### config.mk
export PLATFORM = sky130hd
export DESIGN_NAME = dmem_dma_engine_flat
export DESIGN_NICKNAME = d
export VERILOG_FILES = /design/src/rtl/dmem_if.sv /design/src/rtl/dmem_dma_engine.sv /design/src/flat_wrapper.sv
export SDC_FILE = /design/constraint.sdc
export NUM_CORES = 1
export LEC_CHECK = 0
export ABC_AREA = 0
export BUFFER_PORTS_ARGS = -buffer_cell sky130_fd_sc_hd__buf_2
export CAP_MARGIN = 20
export CORE_UTILIZATION = 39
export DETAILED_ROUTE_END_ITERATION = 7
export PLACE_DENSITY_LB_ADDON = 0.25
export RECOVER_POWER = 25
export SLEW_MARGIN = 10
export SYNTH_ARGS = -nofsm -noshare
export SYNTH_HDL_FRONTEND = slang
export SYNTH_SLANG_ARGS = --single-unit
### constraint.sdc
create_clock -name clk -period 3.35 [get_ports clk]
set_input_delay 0.1675 -clock clk [delete_from_list [all_inputs] [get_ports clk]]
set_output_delay 0.1675 -clock clk [all_outputs]
set_load 0.01 [all_outputs]
### src/rtl/dmem_if.sv
// Initiator-side data-memory port: address, write data, strobes and returned read data.
interface dmem_if #(
    parameter int unsigned ADDR_W = 16,
    parameter int unsigned DATA_W = 16
);
    logic [ADDR_W-1:0] mem_access_addr;
    logic [DATA_W-1:0] mem_write_data;
    logic              mem_write;
    logic              mem_read;
    logic [DATA_W-1:0] mem_read_data;

    modport master (
        output mem_access_addr,
        output mem_write_data,
        output mem_write,
        output mem_read,
        input  mem_read_data
    );

    modport slave (
        input  mem_access_addr,
        input  mem_write_data,
        input  mem_write,
        input  mem_read,
        output mem_read_data
    );
endinterface

### src/rtl/dmem_dma_engine.sv
// Block-transfer engine for the data-memory port: word copy (memory to memory)
// or constant fill of a programmed length, one word per access.
module dmem_dma_engine #(
    parameter int unsigned ADDR_W = 16,
    parameter int unsigned DATA_W = 16,
    parameter int unsigned LEN_W  = 16
) (
    input  logic              clk,
    input  logic              reset,
    input  logic              start,
    input  logic              mode,
    input  logic              abort,
    input  logic [ADDR_W-1:0] src_addr,
    input  logic [ADDR_W-1:0] dst_addr,
    input  logic [LEN_W-1:0]  length,
    input  logic [DATA_W-1:0] fill_value,
    output logic              busy,
    output logic              done,
    output logic [LEN_W-1:0]  words_done,
    dmem_if.master            mem
);

    typedef enum logic [1:0] {
        S_IDLE = 2'd0,
        S_RD   = 2'd1,
        S_WR   = 2'd2,
        S_DONE = 2'd3
    } state_t;

    state_t            state_q, state_d;
    logic              mode_q;
    logic [ADDR_W-1:0] src_ptr_q;
    logic [ADDR_W-1:0] dst_ptr_q;
    logic [LEN_W-1:0]  remaining_q;
    logic [DATA_W-1:0] fill_q;
    logic [DATA_W-1:0] buf_q;

    // State register; reset returns to IDLE at once so every strobe drops asynchronously.
    always_ff @(posedge clk or posedge reset) begin
        if (reset) state_q <= S_IDLE;
        else       state_q <= state_d;
    end

    // Next-state and memory-port decode from the registered state.
    always_comb begin
        state_d             = state_q;
        busy                = 1'b0;
        done                = 1'b0;
        mem.mem_access_addr = '0;
        mem.mem_write_data  = '0;
        mem.mem_write       = 1'b0;
        mem.mem_read        = 1'b0;
        case (state_q)
            S_IDLE: begin
                if (start) begin
                    if (length == '0) state_d = S_DONE;
                    else if (mode)    state_d = S_WR;
                    else              state_d = S_RD;
                end
            end
            S_RD: begin
                busy                = 1'b1;
                mem.mem_read        = 1'b1;
                mem.mem_access_addr = src_ptr_q;
                state_d             = abort ? S_DONE : S_WR;
            end
            S_WR: begin
                busy                = 1'b1;
                mem.mem_write       = 1'b1;
                mem.mem_access_addr = dst_ptr_q;
                mem.mem_write_data  = mode_q ? fill_q : buf_q;
                if (abort || remaining_q == LEN_W'(1)) state_d = S_DONE;
                else if (mode_q)                       state_d = S_WR;
                else                                   state_d = S_RD;
            end
            S_DONE: begin
                done    = 1'b1;
                state_d = S_IDLE;
            end
            default: state_d = S_IDLE;
        endcase
    end

    // Transfer parameters, pointers and progress counter.
    always_ff @(posedge clk or posedge reset) begin
        if (reset) begin
            mode_q      <= 1'b0;
            src_ptr_q   <= '0;
            dst_ptr_q   <= '0;
            remaining_q <= '0;
            fill_q      <= '0;
            buf_q       <= '0;
            words_done  <= '0;
        end else begin
            case (state_q)
                S_IDLE: begin
                    if (start) begin
                        mode_q      <= mode;
                        src_ptr_q   <= src_addr;
                        dst_ptr_q   <= dst_addr;
                        remaining_q <= length;
                        fill_q      <= fill_value;
                        words_done  <= '0;
                    end
                end
                S_RD: begin
                    // An aborted read is dropped rather than buffered.
                    if (!abort) buf_q <= mem.mem_read_data;
                end
                S_WR: begin
                    words_done  <= words_done + LEN_W'(1);
                    src_ptr_q   <= src_ptr_q + ADDR_W'(1);
                    dst_ptr_q   <= dst_ptr_q + ADDR_W'(1);
                    remaining_q <= remaining_q - LEN_W'(1);
                end
                default: ;
            endcase
        end
    end

endmodule
### src/flat_wrapper.sv
// flat-port wrapper written by rule: the top's interface ports become plain ports
module dmem_dma_engine_flat 
#(
    parameter int unsigned ADDR_W = 16,
    parameter int unsigned DATA_W = 16,
    parameter int unsigned LEN_W  = 16
)
  (clk, reset, start, mode, abort, src_addr, dst_addr, length, fill_value, busy, done, words_done, mem_mem_access_addr, mem_mem_write_data, mem_mem_write, mem_mem_read, mem_mem_read_data);
  dmem_if #(.ADDR_W(ADDR_W), .DATA_W(DATA_W)) mem_i ();
  input  logic clk;
  input  logic reset;
  input  logic start;
  input  logic mode;
  input  logic abort;
  input  logic [ADDR_W-1:0] src_addr;
  input  logic [ADDR_W-1:0] dst_addr;
  input  logic [LEN_W-1:0] length;
  input  logic [DATA_W-1:0] fill_value;
  output logic busy;
  output logic done;
  output logic [LEN_W-1:0] words_done;
  output wire logic [$bits(mem_i.mem_access_addr)-1:0] mem_mem_access_addr;
  output wire logic [$bits(mem_i.mem_write_data)-1:0] mem_mem_write_data;
  output wire logic [$bits(mem_i.mem_write)-1:0] mem_mem_write;
  output wire logic [$bits(mem_i.mem_read)-1:0] mem_mem_read;
  input wire logic [$bits(mem_i.mem_read_data)-1:0] mem_mem_read_data;
  assign mem_mem_access_addr = mem_i.mem_access_addr;
  assign mem_mem_write_data = mem_i.mem_write_data;
  assign mem_mem_write = mem_i.mem_write;
  assign mem_mem_read = mem_i.mem_read;
  assign mem_i.mem_read_data = mem_mem_read_data;
  dmem_dma_engine #(.ADDR_W(ADDR_W), .DATA_W(DATA_W), .LEN_W(LEN_W)) u_core (.clk(clk), .reset(reset), .start(start), .mode(mode), .abort(abort), .src_addr(src_addr), .dst_addr(dst_addr), .length(length), .fill_value(fill_value), .busy(busy), .done(done), .words_done(words_done), .mem(mem_i));
endmodule
After elaboration in Yosys (flattened, before gate mapping)
Index checks and enable logic that the tools add are counted.
{"block": "totals", "ff_bits": 99, "word_cells": 48, "output_inout_bits": 52, "in_bits": 85}
{"block": "classes", "n_addsub": 4, "n_mux": 22, "n_reduce_logical": 8, "bitwise": 1, "eq_ne": 5}
{"op": "one-hot mux 16 bit (2 select lines)", "count": 5}
{"op": "2-to-1 mux 16 bit", "count": 6}
{"op": "adder 16 x 1 -> 16 bit, second input constant", "count": 3}
{"op": "equality test 16 x 1 -> 1 bit, second input constant", "count": 1}
{"op": "zero test 16 bit", "count": 1}
{"op": "subtractor 16 x 1 -> 16 bit, second input constant", "count": 1}
{"op": "2-to-1 mux 2 bit", "count": 5}
{"op": "one-hot mux 2 bit (4 select lines)", "count": 1}
{"op": "AND reduction 2 bit", "count": 3}
{"op": "2-to-1 mux 1 bit", "count": 5}
{"op": "equality test 2 bit, second input constant", "count": 2}
{"op": "equality test 2 x 1 -> 1 bit, second input constant", "count": 1}
{"op": "zero test 2 bit", "count": 1}
{"op": "inequality test 2 bit, second input constant", "count": 1}
{"op": "nonzero test 2 bit", "count": 1}
{"op": "OR reduction 2 bit", "count": 1}
{"op": "logical OR 1 bit", "count": 1}
{"op": "inverter 1 bit", "count": 1}

Logic depth before layout (Yosys ltp)
{"block": "depth", "ltp_word": 4, "mapped_depth": 9, "mapped_depth_nobuf": 6}

Worst setup path after synthesis
Ideal clock, no wire load.
{"block": "synth_timing", "path_kind": "reg-to-reg", "from": "register u_core.state_q[0]", "to": "register u_core.dst_ptr_q[14]", "arrival_ns": 2.031, "required_time_ns": 3.281, "path_stages_with_launch": 8, "synth_period_minus_slack_ns": 2.099, "slack_ns": 1.251, "path_buffers": 1, "setup_ns": 0.069, "path_cell_list": "dfrtp_1 inv_1 ha_1 buf_2 nand3_1 or4_1 or4_1 nand3_1"}
{"block": "synth_via", "elab_chain_cells": 3, "word_cells_on_any_way": 6, "classes_between": "2 x eq/ne; 1 x mux; 3 x reduce/logical"}
{"element": "from (decl)", "line": "dmem_dma_engine.sv:30", "source": "state_t state_q, state_d;"}
{"element": "from (signal assigned)", "line": "dmem_dma_engine.sv:41", "source": "else state_q <= state_d;"}
{"element": "equality test 2 bit / zero test 2 bit (equally long branches)", "line": "dmem_dma_engine.sv:95", "source": "case (state_q)"}
{"element": "nonzero test 2 bit (no line) / inequality test 2 bit (equally long branches)"}
{"element": "AND reduction 2 bit (no line)"}
{"element": "to (signal assigned)", "line": "dmem_dma_engine.sv:100", "source": "dst_ptr_q <= dst_addr;"}
{"element": "to (signal assigned)", "line": "dmem_dma_engine.sv:113", "source": "dst_ptr_q <= dst_ptr_q + ADDR_W'(1);"}
{"element": "to (decl)", "line": "dmem_dma_engine.sv:33", "source": "logic [ADDR_W-1:0] dst_ptr_q;"}
Several ways; a longest one is shown, not always the timed one.
A chain may end at the register's enable or synchronous reset.

Worst setup path in the final report
{"block": "layout_timing", "from": "register u_core.state_q[0]", "to": "output mem_mem_access_addr[11]"}
{"block": "layout_via", "elab_chain_cells": 2, "word_cells_on_any_way": 3, "classes_between": "2 x eq/ne; 1 x mux"}
{"element": "equality test 2 bit / equality test 2 x 1 -> 1 bit (equally long branches)", "line": "dmem_dma_engine.sv:53", "source": "case (state_q)"}
{"element": "one-hot mux 16 bit (2 select lines) (*)", "line": "dmem_dma_engine.sv:53"}
{"element": "to (decl)", "line": "flat_wrapper.sv:22", "source": "output wire logic [$bits(mem_i.mem_access_addr)-1:0] mem_mem_access_addr;"}
Mark *: on every way between the ends. The rest lies on a longest branch, timed or not.

==> summary.txt <==
Synthesis
  – Syn_area_per_cell: 9.02 um2
  – Syn Nets: 770
  – Synth Flop Type: dfrtp_1
  – Post-Synthesis Cell Area: 0.00609 mm2
  – Area leader, netlist: dfrtp_1
  – Register area share after synthesis: 0.406
  – Number of synthesized register bits: 99
  – Top post-synthesis cells by area: dfrtp_1 (41%), mux2_2 (7.4%), mux2i_1 (5.4%)
  – Number of synthesized flops with an enable pin: 0
  – Async SR Flop Fraction: 1.00
  – Netlist cell types: 55
  – Syn. warnings: 0
  – Top cell type's share of synthesized area: 0.406
  – Post-Syn Instances: 676

Detailed routing
  – WL per Instance: 17.5 um
  – Iteration-0 DRC Markers: between 400 and 500
  – DR DRC count: 0
  – Final wirelength: between 15000 and 20000 um
  – Via count: ~5700
  – Drt first pass iters: 5
  – Drt via density: about 5.9
  – Number of routed nets with antenna violations: 0

CTS
  – Num CTS Buffers: 9
  – Max Buffers Root-to-Sink: 2
  – Gates resized, CTS repair: 0
  – CTS tree: done
  – Root buffer cell: clkbuf_16
  – Num Clock Sinks: 99
  – CTS clk-pin slew, worst paths: 80 ps
  – Worst-skew pair later-pin latency: 350 ps
  – CTS HTree Levels: 3

Worst hold path
  – Hold WC Path Type: primary input to flip-flop
  – Hold Crit Endpoint: u_core.fill_q[0]
  – Hold depth: 2
  – Hold Crit Start: fill_value[0]

Job
  – Max-capacitance violation count: 0

Worst setup path
  – CP delay by family, top: buffers and inverters
  – Crit Path Category: flip-flop to output pin
  – FF-to-FF path depth: 6
  – Flop2flop setup slack: 790 ps
  – R2R Path End: u_core.dst_ptr_q[13]
  – R2r startpoint: u_core.state_q[0]
  – Maximum fanout along the worst path: 71
  – Worst Path Required: 3180 ps
  – Slowest-stage cell, CP: buf_4
  – Worst Setup Start Kind: flip-flop
  – Crit-path max cell delay: between 600 and 700 ps
  – Crit path arrival time: about 2500 ps
  – Ordered cell list for the critical path: inv_1 > ha_4 > buf_4 > a22oi_1 > nor2b_1 > buf_2
  – CP Buf/Inv Count: 3
  – Worst setup EP type: output pin

Floorplanning
  – FP Rows: 45
  – Die Height: about 130 um
  – Die area: 0.0161 mm2
  – Ports: 137
  – Core area: approximately 0.015 mm2
  – Die Wd: about 130 um
  – Initial Util: 0.401

Placed design
  – GPL Wtd Cong: roughly 0.84
  – Final HPWL DP: 12000 um
  – Placed cells: 959
  – Port Buffers: 136

Final layout
  – Most common cell after layout, fill and taps aside: buf_2
  – Layout cells sized above 1: 0.253
  – Area occupied by multi-input gates: around 0.0033 mm2
  – Post-Layout Cell Count: 977
  – Nets@finish: a little under 900
  – Layout fillers: 1467
  – Post-layout util: 0.477
  – Most frequent cells in the layout: buf_2 (120), dfrtp_1 (99), nand2_1 (47)
  – Diode count: 0
  – Area grow syn2layout: 19.0%
  – Register area: ~0.0025 mm2

Status
  – Status: complete, no violations

Pwr
  – Peak VDD IR: around 0.44 mV
  – P_leak: 3.20 nW
  – PwrDens: 958 mW/mm2

STA
  – Worst slew pin tran: a little over 1000 ps
  – TNS Setup: 0 ps
  – Hold Vio Cnt, Final: 0
  – RSZ-0062 raised after global routing: no
  – Crit path time final: 2700 ps
  – Final period utilization: 0.807
  – Setup violators final: 0
  – Max-slew headroom: 0.312
  – Clock skew: 6.50 ps
  – Slew Limit Fails: 0
  – Max Freq: 370 MHz

Global routing
  – Initial antenna violation count: 1
  – Overall routing resource usage: 0.218
  – Vias in the first global route: 5343
  – Pin count of the biggest net entering global routing: 72
  – First-pass GRT wire length: 27700 um
  – Overflow after GRT: 0
layout make-up:
type / count / share of cell area
repair buffers: 151 / 0.110
well taps: 188 / 0.0324
clock inverters: 7 / 0.0131
clock buffers: 9 / 0.0311
flip-flops and latches: 99 / 0.342
inverters: 29 / 0.0154
multi-input cells: 494 / 0.457
cells by family after synthesis:
family	share of synthesized area
and+or+nand+nor	0.193
AOI/OAI and AO/OA	0.195
DFF	0.406
buffers and inverters	0.0530
muxes	0.128
adders and majority gates	0.0185
xor gates and xnor gates	0.00575
worst max path at each step:
stage / start / end / slack, ps / cells past startpoint
floorplan: reset / u_core.buf_q[0] / 590 / 1
global route: u_core.state_q[0] / mem_mem_access_addr[10] / 420 / 6
finish: u_core.state_q[0] / mem_mem_access_addr[11] / 650 / 6
global placement: u_core.state_q[0] / u_core.dst_ptr_q[14] / 930 / 6
detailed placement: u_core.state_q[0] / u_core.dst_ptr_q[14] / 870 / 6
CTS: u_core.state_q[0] / mem_mem_access_addr[11] / 650 / 6
Yosys cell counts (4+ instances only):
cell and instances:
a211oi_1 5, a21o_1 4, a21oi_1 44, a22oi_1 14
a311oi_1 4, a31oi_1 16, and3_1 13, and4_1 4
buf_1 5, buf_2 6, clkbuf_1 42, dfrtp_1 99
ha_1 9, inv_1 29, mux2_2 40, mux2i_1 33
nand2_1 47, nand2b_1 8, nand3_1 29, nand4_1 12
nor2_1 46, nor2b_1 14, nor3_1 13, nor3b_1 5
nor4_1 8, o211ai_1 7, o21ai_0 29, o22a_1 9
o22ai_1 28, o32ai_1 4, or2_2 4, or3_1 7
or4_1 6
power breakdown:
part	switching (mW)	leakage (nW)	internal (mW)
logic	1.88	1.87	1.53
registers	0.686	1.17	1.73
clock network	0.516	0.157	0.602
layer usage:
layer	routed length, um	vias up	global-route usage
met5	13	-	0
met4	224	2	0.0630
met3	909	21	0.0431
met2	8390	173	0.366
met1	7570	2806	0.285
li1	-	2726	-
flip-flops by register name, summed over array words and instances (netlist names):
signal and cells:
u_core.buf_q 16, u_core.state_q 2, u_core.mode_q 1, u_core.remaining_q 16, u_core.src_ptr_q 16, u_core.words_done 16
u_core.fill_q 16, u_core.dst_ptr_q 16
through the flow:
stage	hold WS, ps	worst slack (ps)	total power, mW	cell area (um2)
after floorplan	318	592	4.77	6090
after global placement	378	931	5.65	6910
after detailed placement	384	866	5.79	6910
after CTS	24.9	646	6.93	7240
after global routing	29.4	422	7.51	7250
final	35.0	647	6.95	7250
repair_timing:
action | CTS | global route
setup buffers | 0 | 0
hold buffers | 1 | 0
hold endpoints to repair | 27 | 0
Note: power is estimated with default switching activity, not from simulation.
